$ cat config.mk
export PLATFORM = sky130hd
export DESIGN_NAME = dmem_responder
export DESIGN_NICKNAME = d
export VERILOG_FILES = /design/src/rtl/dmem_responder.sv
export SDC_FILE = /design/constraint.sdc
export NUM_CORES = 2
export LEC_CHECK = 0
export CAP_MARGIN = 30
export CORE_ASPECT_RATIO = 0.7
export CORE_UTILIZATION = 48
export DETAILED_ROUTE_END_ITERATION = 10
export PLACE_DENSITY_LB_ADDON = 0.2
export SLEW_MARGIN = 40
export SYNTH_ARGS = -nofsm -noshare
export SYNTH_HDL_FRONTEND = slang
export SYNTH_SLANG_ARGS = --single-unit
$ cat constraint.sdc
create_clock -name clk -period 2.6 [get_ports clk]
set_input_delay 0.26 -clock clk [delete_from_list [all_inputs] [get_ports clk]]
set_output_delay 0.26 -clock clk [all_outputs]
set_load 0.005 [all_outputs]
$ cat src/rtl/dmem_responder.sv
// Data-memory responder for the MEM stage: one load/store per handshake, response after LATENCY cycles.
// Optional build macro DMEM_ALIGN_CHECK_EN enables misalignment / illegal-funct3 fault reporting.
module dmem_responder #(
  parameter int DEPTH   = 64,
  parameter int ADDR_W  = 8,
  parameter int LATENCY = 2
) (
  input  logic              clk,
  input  logic              rst,
  input  logic              req_valid,
  output logic              req_ready,
  input  logic              req_we,
  input  logic [2:0]        req_funct3,
  input  logic [ADDR_W-1:0] req_addr,
  input  logic [31:0]       req_wdata,
  output logic              rsp_valid,
  input  logic              rsp_ready,
  output logic [31:0]       rsp_rdata,
  output logic              rsp_err,
  output logic              mem_stall
);

  localparam int         WORD_W = ADDR_W - 2;
  localparam logic [3:0] LAT_M1 = 4'(LATENCY - 1);

  generate
    if ((2 ** ADDR_W) != (4 * DEPTH)) begin : g_bad_addr_w
      $error("dmem_responder: 2**ADDR_W must equal 4*DEPTH");
    end
    if ((LATENCY < 1) || (LATENCY > 15)) begin : g_bad_latency
      $error("dmem_responder: LATENCY must be in 1..15");
    end
  endgenerate

  typedef enum logic [1:0] {S_IDLE, S_WAIT, S_RESP} state_t;

  state_t            r_state;
  logic [3:0]        r_cnt;
  logic              r_rsp_valid;
  logic [31:0]       r_rsp_rdata;
  logic              r_rsp_err;
  logic [31:0]       r_data;
  logic              r_err;
  logic [31:0]       r_mem [DEPTH];

  logic [WORD_W-1:0] w_idx;
  logic [31:0]       w_word;
  logic [7:0]        w_byte;
  logic [15:0]       w_half;
  logic [31:0]       w_load;
  logic [3:0]        w_be;
  logic [31:0]       w_wdata;
  logic              w_err;
  logic [31:0]       w_rsp_data;
  logic              w_accept;
  logic              w_wr_en;

  // Held off during reset so an asserted req_valid cannot slip a store into the array.
  assign req_ready = !rst && (r_state == S_IDLE);
  assign mem_stall = (r_state != S_IDLE);
  assign rsp_valid = r_rsp_valid;
  assign rsp_rdata = r_rsp_rdata;
  assign rsp_err   = r_rsp_err;
  assign w_idx     = req_addr[ADDR_W-1:2];
  assign w_word    = r_mem[w_idx];
  assign w_accept  = req_valid && req_ready;
  assign w_wr_en   = w_accept && req_we && !w_err;

  // NOTE: every always_comb output gets a default first, so no path can infer a latch.
  always_comb begin
    w_byte  = w_word[7:0];
    w_half  = req_addr[1] ? w_word[31:16] : w_word[15:0];
    w_load  = w_word;
    w_be    = 4'b1111;
    w_wdata = req_wdata;
    w_err   = 1'b0;
    case (req_addr[1:0])
      2'd1:    w_byte = w_word[15:8];
      2'd2:    w_byte = w_word[23:16];
      2'd3:    w_byte = w_word[31:24];
      default: w_byte = w_word[7:0];
    endcase
    if (req_we) begin
      case (req_funct3)
        3'b000: begin
          w_be    = 4'b0001 << req_addr[1:0];
          w_wdata = {4{req_wdata[7:0]}};
        end
        3'b001: begin
          w_be    = req_addr[1] ? 4'b1100 : 4'b0011;
          w_wdata = {2{req_wdata[15:0]}};
        end
        default: ;
      endcase
    end else begin
      case (req_funct3)
        3'b000:  w_load = {{24{w_byte[7]}}, w_byte};
        3'b100:  w_load = {24'd0, w_byte};
        3'b001:  w_load = {{16{w_half[15]}}, w_half};
        3'b101:  w_load = {16'd0, w_half};
        default: w_load = w_word;
      endcase
    end
`ifdef DMEM_ALIGN_CHECK_EN
    case (req_funct3)
      3'b000, 3'b100: w_err = req_we && req_funct3[2];
      3'b001, 3'b101: w_err = req_addr[0] || (req_we && req_funct3[2]);
      3'b010:         w_err = (req_addr[1:0] != 2'd0);
      default:        w_err = 1'b1;
    endcase
`else
    w_err = 1'b0;
`endif
    w_rsp_data = (req_we || w_err) ? 32'd0 : w_load;
  end

  // NOTE: the array has no reset; clearing it would force flops instead of RAM and is not required.
  always_ff @(posedge clk) begin
    if (w_wr_en) begin
      for (int i = 0; i < 4; i++) begin
        if (w_be[i]) r_mem[w_idx][8*i +: 8] <= w_wdata[8*i +: 8];
      end
    end
  end

  // NOTE: state uses non-blocking assignments so every register samples pre-edge values.
  always_ff @(posedge clk or posedge rst) begin
    if (rst) begin
      r_state     <= S_IDLE;
      r_cnt       <= 4'd0;
      r_rsp_valid <= 1'b0;
      r_rsp_rdata <= 32'd0;
      r_rsp_err   <= 1'b0;
      r_data      <= 32'd0;
      r_err       <= 1'b0;
    end else begin
      case (r_state)
        S_IDLE: begin
          if (w_accept) begin
            r_data <= w_rsp_data;
            r_err  <= w_err;
            if (LATENCY == 1) begin
              r_state     <= S_RESP;
              r_rsp_valid <= 1'b1;
              r_rsp_rdata <= w_rsp_data;
              r_rsp_err   <= w_err;
            end else begin
              r_state <= S_WAIT;
              r_cnt   <= LAT_M1;
            end
          end
        end
        S_WAIT: begin
          if (r_cnt == 4'd1) begin
            r_state     <= S_RESP;
            r_cnt       <= 4'd0;
            r_rsp_valid <= 1'b1;
            r_rsp_rdata <= r_data;
            r_rsp_err   <= r_err;
          end else begin
            r_cnt <= r_cnt - 4'd1;
          end
        end
        S_RESP: begin
          if (rsp_ready) begin
            r_state     <= S_IDLE;
            r_rsp_valid <= 1'b0;
            r_rsp_rdata <= 32'd0;
            r_rsp_err   <= 1'b0;
          end
        end
        default: r_state <= S_IDLE;
      endcase
    end
  end

endmodule

[Yosys cells after proc, flatten, opt, wreduce, memory -nomap -nowiden]
Memory sizes are Yosys's and may differ from the RTL's.
Cells that the tools add are included.
Operators by class
  add/subtract/negate cells: 1
  equality and inequality tests: 12
  shift-type cells: 1
  mux-type cells: 36
  reductions and logical operators: 13
Operator list (number)
  2-to-1 mux 32 bit: 4
  one-hot mux 32 bit (2 select lines): 2
  one-hot mux 32 bit (4 select lines): 1
  one-hot mux 8 bit (3 select lines): 1
  2-to-1 mux 16 bit: 1
  2-to-1 mux 4 bit: 4
  one-hot mux 4 bit (2 select lines): 2
  2-to-1 mux 1 bit: 15
  equality test 2 bit (second input constant): 3
  equality test 3 bit (second input constant): 2
  2-to-1 mux 2 bit: 3
  != test 2 bit (second input constant): 3
  one-hot mux 2 bit (3 select lines): 1
  AND reduction 3 bit: 2
  nonzero test 2 bit: 3
  equality test 2 x 1 -> 1 bit (second input constant): 2
  equality test 4 x 1 -> 1 bit (second input constant): 1
  one-hot mux 1 bit (2 select lines): 2
  AND reduction 2 bit: 2
  left shift 1 x 2 -> 4 bit (first input constant): 1
  subtractor 4 x 1 -> 4 bit (second input constant): 1
  equality test 3 x 1 -> 1 bit (second input constant): 1
  logical AND 1 bit: 3
  logical NOT 3 bit: 1
  2 further kinds: 2
Word-level totals
  register bits: 72
  memory bits (writable): 2048
  memories kept: 1
Memories
  r_mem: words 64, width 32, read ports 1, clocked after Yosys merged registers in 0, write ports 1, line 44  | logic [31:0] r_mem [DEPTH];

[Longest topological paths before layout]
  depth after elaboration: 6
  mapped depth: 17
  mapped depth without buffers: 8

[Worst setup path after synthesis]
No wires, ideal clock.
  path kind: input -> register
  start point: input req_funct3[1]
  end point: memory r_mem[0][24] (data pin)
  library setup time: 0.549 ns
  data arrival time: 3.179 ns
  path slack: -1.127 ns
  cell stages on the path: 7
  path through: clkbuf_1 -> nor2_1 -> and2_1 -> clkbuf_1 -> clkbuf_1 -> nor2_1 -> a21oi_1
Between the ends
  cells in the longest elaborated chain, start to end: 3
Ends and longest elaborated chain
  start, declared: line 13  | input logic [2:0] req_funct3,
  equality test 3 x 1 -> 1 bit or logical NOT 3 bit (tied branches): line 84  | case (req_funct3)
  one-hot mux 32 bit (2 select lines) (*): line 84
  2-to-1 mux 32 bit (*): line 83  | if (req_we) begin
  net w_wdata[24]: line 52  | logic [31:0] w_wdata;
  end, declared: line 44
The timed path passes the listed nets; every way through them passes the cells marked *.

[Worst setup path after layout]
  start point: memory r_mem[53][8]
  end point: register r_data[8]
Between the ends
  cells in the longest elaborated chain, start to end: 4
Ends and longest elaborated chain
  memory (64 x 32 bit) (*)
  2-to-1 mux 16 bit: line 72  | w_half = req_addr[1] ? w_word[31:16] : w_word[15:0];
  one-hot mux 32 bit (4 select lines) (*): line 96  | case (req_funct3)
  2-to-1 mux 32 bit (*): line 114  | w_rsp_data = (req_we || w_err) ? 32'd0 : w_load;
  end signal, assigned: line 140  | r_data <= w_rsp_data;
  end, declared: line 42  | logic [31:0] r_data;
Mark *: on every way between the ends. The rest lies on a longest branch, timed or not.
A chain may end at the register's enable or synchronous reset.

==> run summary <==
Run status = finished with violations
Failing checks = negative setup slack
Cell taking the most area after synthesis = edfxtp_1
Met1 Wirelength = 117 mm
FF-to-FF Start = r_mem[53][8]
Min Tclk post-route = 2.85 ns
Most frequent cells in the layout = edfxtp_1, buf_4, buf_12
Worst hold stages = 1
CTS Sinks = 2,119
Setup crit start kind = flip-flop
Num CTS Buffers = 189
Clk_skew = 0.0230 ns
Post-Synth XOR/XNOR Area = 0%
Detailed placement HPWL = 211 mm
DR iter-0 viols = 9,590
Synth Flop Type = edfxtp_1
Met3 wire len = 44.3 mm
IO Count = 84
Unrepaired setup endpoints after global routing = true
Fmax = 351 MHz
Critical-path maximum fanout = 2
Most common cell after layout, fill and taps aside = edfxtp_1
Hold Fails Final Rpt = 0
Hold Slack = 0.0852 ns
Port Buffers = 82
Max-Cap Viols = 0
Post-synthesis mux area share = 6.31%
Avg WL per Cell = 36.3 µm
Highest routed layer = met5
Clock buffer depth = 3
DIE HEIGHT = 349 µm
CP Class = reg2reg
Gr usage total = 34.4%
Synth Area in Compound Gates = 10.3%
Detailed-route via count = 54,900
Sum of negative setup slack = -3.53 ns
Hold worst-path end = r_mem[56][2]
Root buf cell = clkbuf_16
Grt ovf = 0
Residual DRC = 0
Worst Hold Class = in2reg
Post-synth ARST share = 3.35%
Syn_area_per_cell = 16.8 µm²
Met2 wire length = 128 mm
Combinational family with the most area after synthesis = compound AO/OA/AOI/OAI gates
GP Congestion = 1.06
Post-Syn Nets = 4,966
Synth Area in Simple Gates = 4.64%
Synthesized area = 82,800 µm²
Rel. slew slack = 37.7%
Worst skew pair latency = 0.85 ns
Top cells by area, synth = edfxtp_1, mux2i_1, a22oi_1, dfrtp_1, mux2_2
Clock transition at path regs = 0.07 ns
Post-Synthesis Cells = 4,916
Slack of the critical path = -0.249 ns
H-tree level count = 4
Largest net degree at the start of global routing = 66
Post-route clock period utilization = 110%
Vias in the first global route = 51,500
Fraction of layout cells with a size suffix above 1 = 32.0%
First-pass GRT wire length = 413 mm
Cell Rows = 127
Reg2Reg Capture Point = r_data[8]
Vias per cell = 6.57
Reg2Reg Setup Slack = -0.25 ns
Synth cell types = 84
Synth-to-layout area growth = 27.6%
PwrDens = 701 nW/µm²
Initial Util = 48.3%
CTS tree = yes
Pleak = 35.2 nW
Hold path start = req_wdata[2]
Pre-antenna DRT Iters = 7
#FFs+latches synth = 2,119
Maximum VDD drop = 564 µV
Post-route antenna net violation count = 0
EDFF count, synth = 2,048
Fillers = 12,300
Antenna violations before repair = 7
Max Transition Viols Final = 0
Tightest Pin Transition = 0.934 ns
Synth Warn # = 0
Final setup fails = 31
Die X = 498 µm
Nets = 5,987
Die ar. = 174,000 µm²
Seq/Total Area, Yosys = 76.5%
Worst R2R Path Depth = 10
Routed WL = 303 mm
Worst Path Required = 3.33 ns
Arrival time at the worst endpoint = 3.58 ns
Adder-Cell Fraction of Synth Area = 0.0302%
Share of the synthesized area in the top cell type = 74.3%
Core area = 171,000 µm²
Worst Setup End Kind = flip-flop
## cells by family after synthesis
kind of cell | Yosys count
AOI/OAI and AO/OA | 1143
adders and majority gates | 2
buffers and inverters | 375
DFF | 2119
muxes | 436
other | 1
and+or+nand+nor | 840
## repair_timing
action | CTS | global route
setup buffers | 5 | 2
gates resized for setup | 74 | 26
endpoints found under the setup margin | 32 | 40
endpoints found under the hold margin | 96 | 0
pin swaps | 24 | 28
cloned | 1 | 0
hold buffers | 6 | 0
## synth_stat cells, types with 15 or more instances
cell / instances
buf_4: 34
clkbuf_1: 163
o221ai_1: 18
o31ai_1: 15
mux2i_1: 243
inv_1: 17
a22oi_1: 276
mux4_2: 53
edfxtp_1: 2048
a31oi_1: 46
nand4_1: 21
nor3_1: 24
nand3_1: 45
a211oi_1: 19
o22ai_1: 61
a221o_1: 65
o2bb2ai_1: 37
buf_2: 109
a21oi_1: 130
a22o_1: 67
buf_1: 29
a222oi_1: 31
o21ai_0: 125
nor2_1: 368
mux2_2: 126
buf_6: 21
nand2_1: 242
a221oi_1: 137
dfrtp_1: 71
nand2b_1: 15
## registers in the layout (all words and copies together) (netlist names)
register,count
r_mem,2048
r_data,32
r_state,2
r_cnt,4
rsp_rdata,32
rsp_valid,1
## metal layers
| layer | GRT usage [%] | vias to the layer above |
|---|---|---|
| li1 | - | 22000 |
| met1 | 48.5 | 28100 |
| met2 | 49.1 | 4154 |
| met3 | 11.9 | 631 |
| met4 | 13.1 | 8 |
| met5 | 0.975 | - |
## worst max-delay path by stage
stage,startpoint,endpoint,slack [ns],cells after the start
3_3_place_gp,req_addr[4],r_data[12],-1.06,14
2_1_floorplan,req_funct3[1],r_mem[0][29],-0.36,7
5_1_grt,r_mem[53][8],r_data[8],-0.27,10
3_5_place_dp,req_addr[4],r_data[12],-1.11,14
6_report,r_mem[53][8],r_data[8],-0.25,10
4_1_cts,r_mem[53][8],r_data[0],-0.22,9
## critical path, cell delays in order (launching register included)
cell	delay, ns
edfxtp_1	0.36
mux2_4	0.31
a221o_1	0.40
a222oi_1	0.34
buf_4	0.19
o22ai_4	0.07
or4_4	0.55
buf_4	0.20
nor2_4	0.12
o31a_1	0.12
o31ai_1	0.07
## through the flow
| stage | area, µm² | setup slack [ns] | util [%] | power (mW) | instances |
|---|---|---|---|---|---|
| after floorplan | 84100 | -0.358 | - | 42.0 | 4916 |
| after global placement | 98900 | -1.06 | 57.7 | 46.0 | 7991 |
| after detailed placement | 98900 | -1.11 | 57.8 | 46.1 | 7992 |
| after CTS | 106000 | -0.221 | 61.6 | 73.9 | 8348 |
| after global routing | 106000 | -0.268 | 61.7 | 75.6 | 8349 |
| final | 106000 | -0.249 | 61.7 | 74.0 | 8353 |
## cell type report
| type | count | area (µm²) | area share (%) |
|---|---|---|---|
| Clock buffer | 258 | 5170 | 4.89 |
| Inverter | 17 | 68.8 | 0.0651 |
| Clock inverter | 88 | 957 | 0.906 |
| Multi-Input combinational cell | 2422 | 19400 | 18.4 |
| Sequential cell | 2119 | 63300 | 59.9 |
| Tap cell | 2257 | 2820 | 2.67 |
| Antenna cell | 4 | 10.0 | 0.00948 |
| Timing Repair Buffer | 1188 | 13900 | 13.2 |
## where the power goes
group,switching (mW),internal [mW]
sequential,0.387,38.1
combinational,4.52,2.84
clock,12.6,15.6
Note: power is estimated with default switching activity, not from simulation.
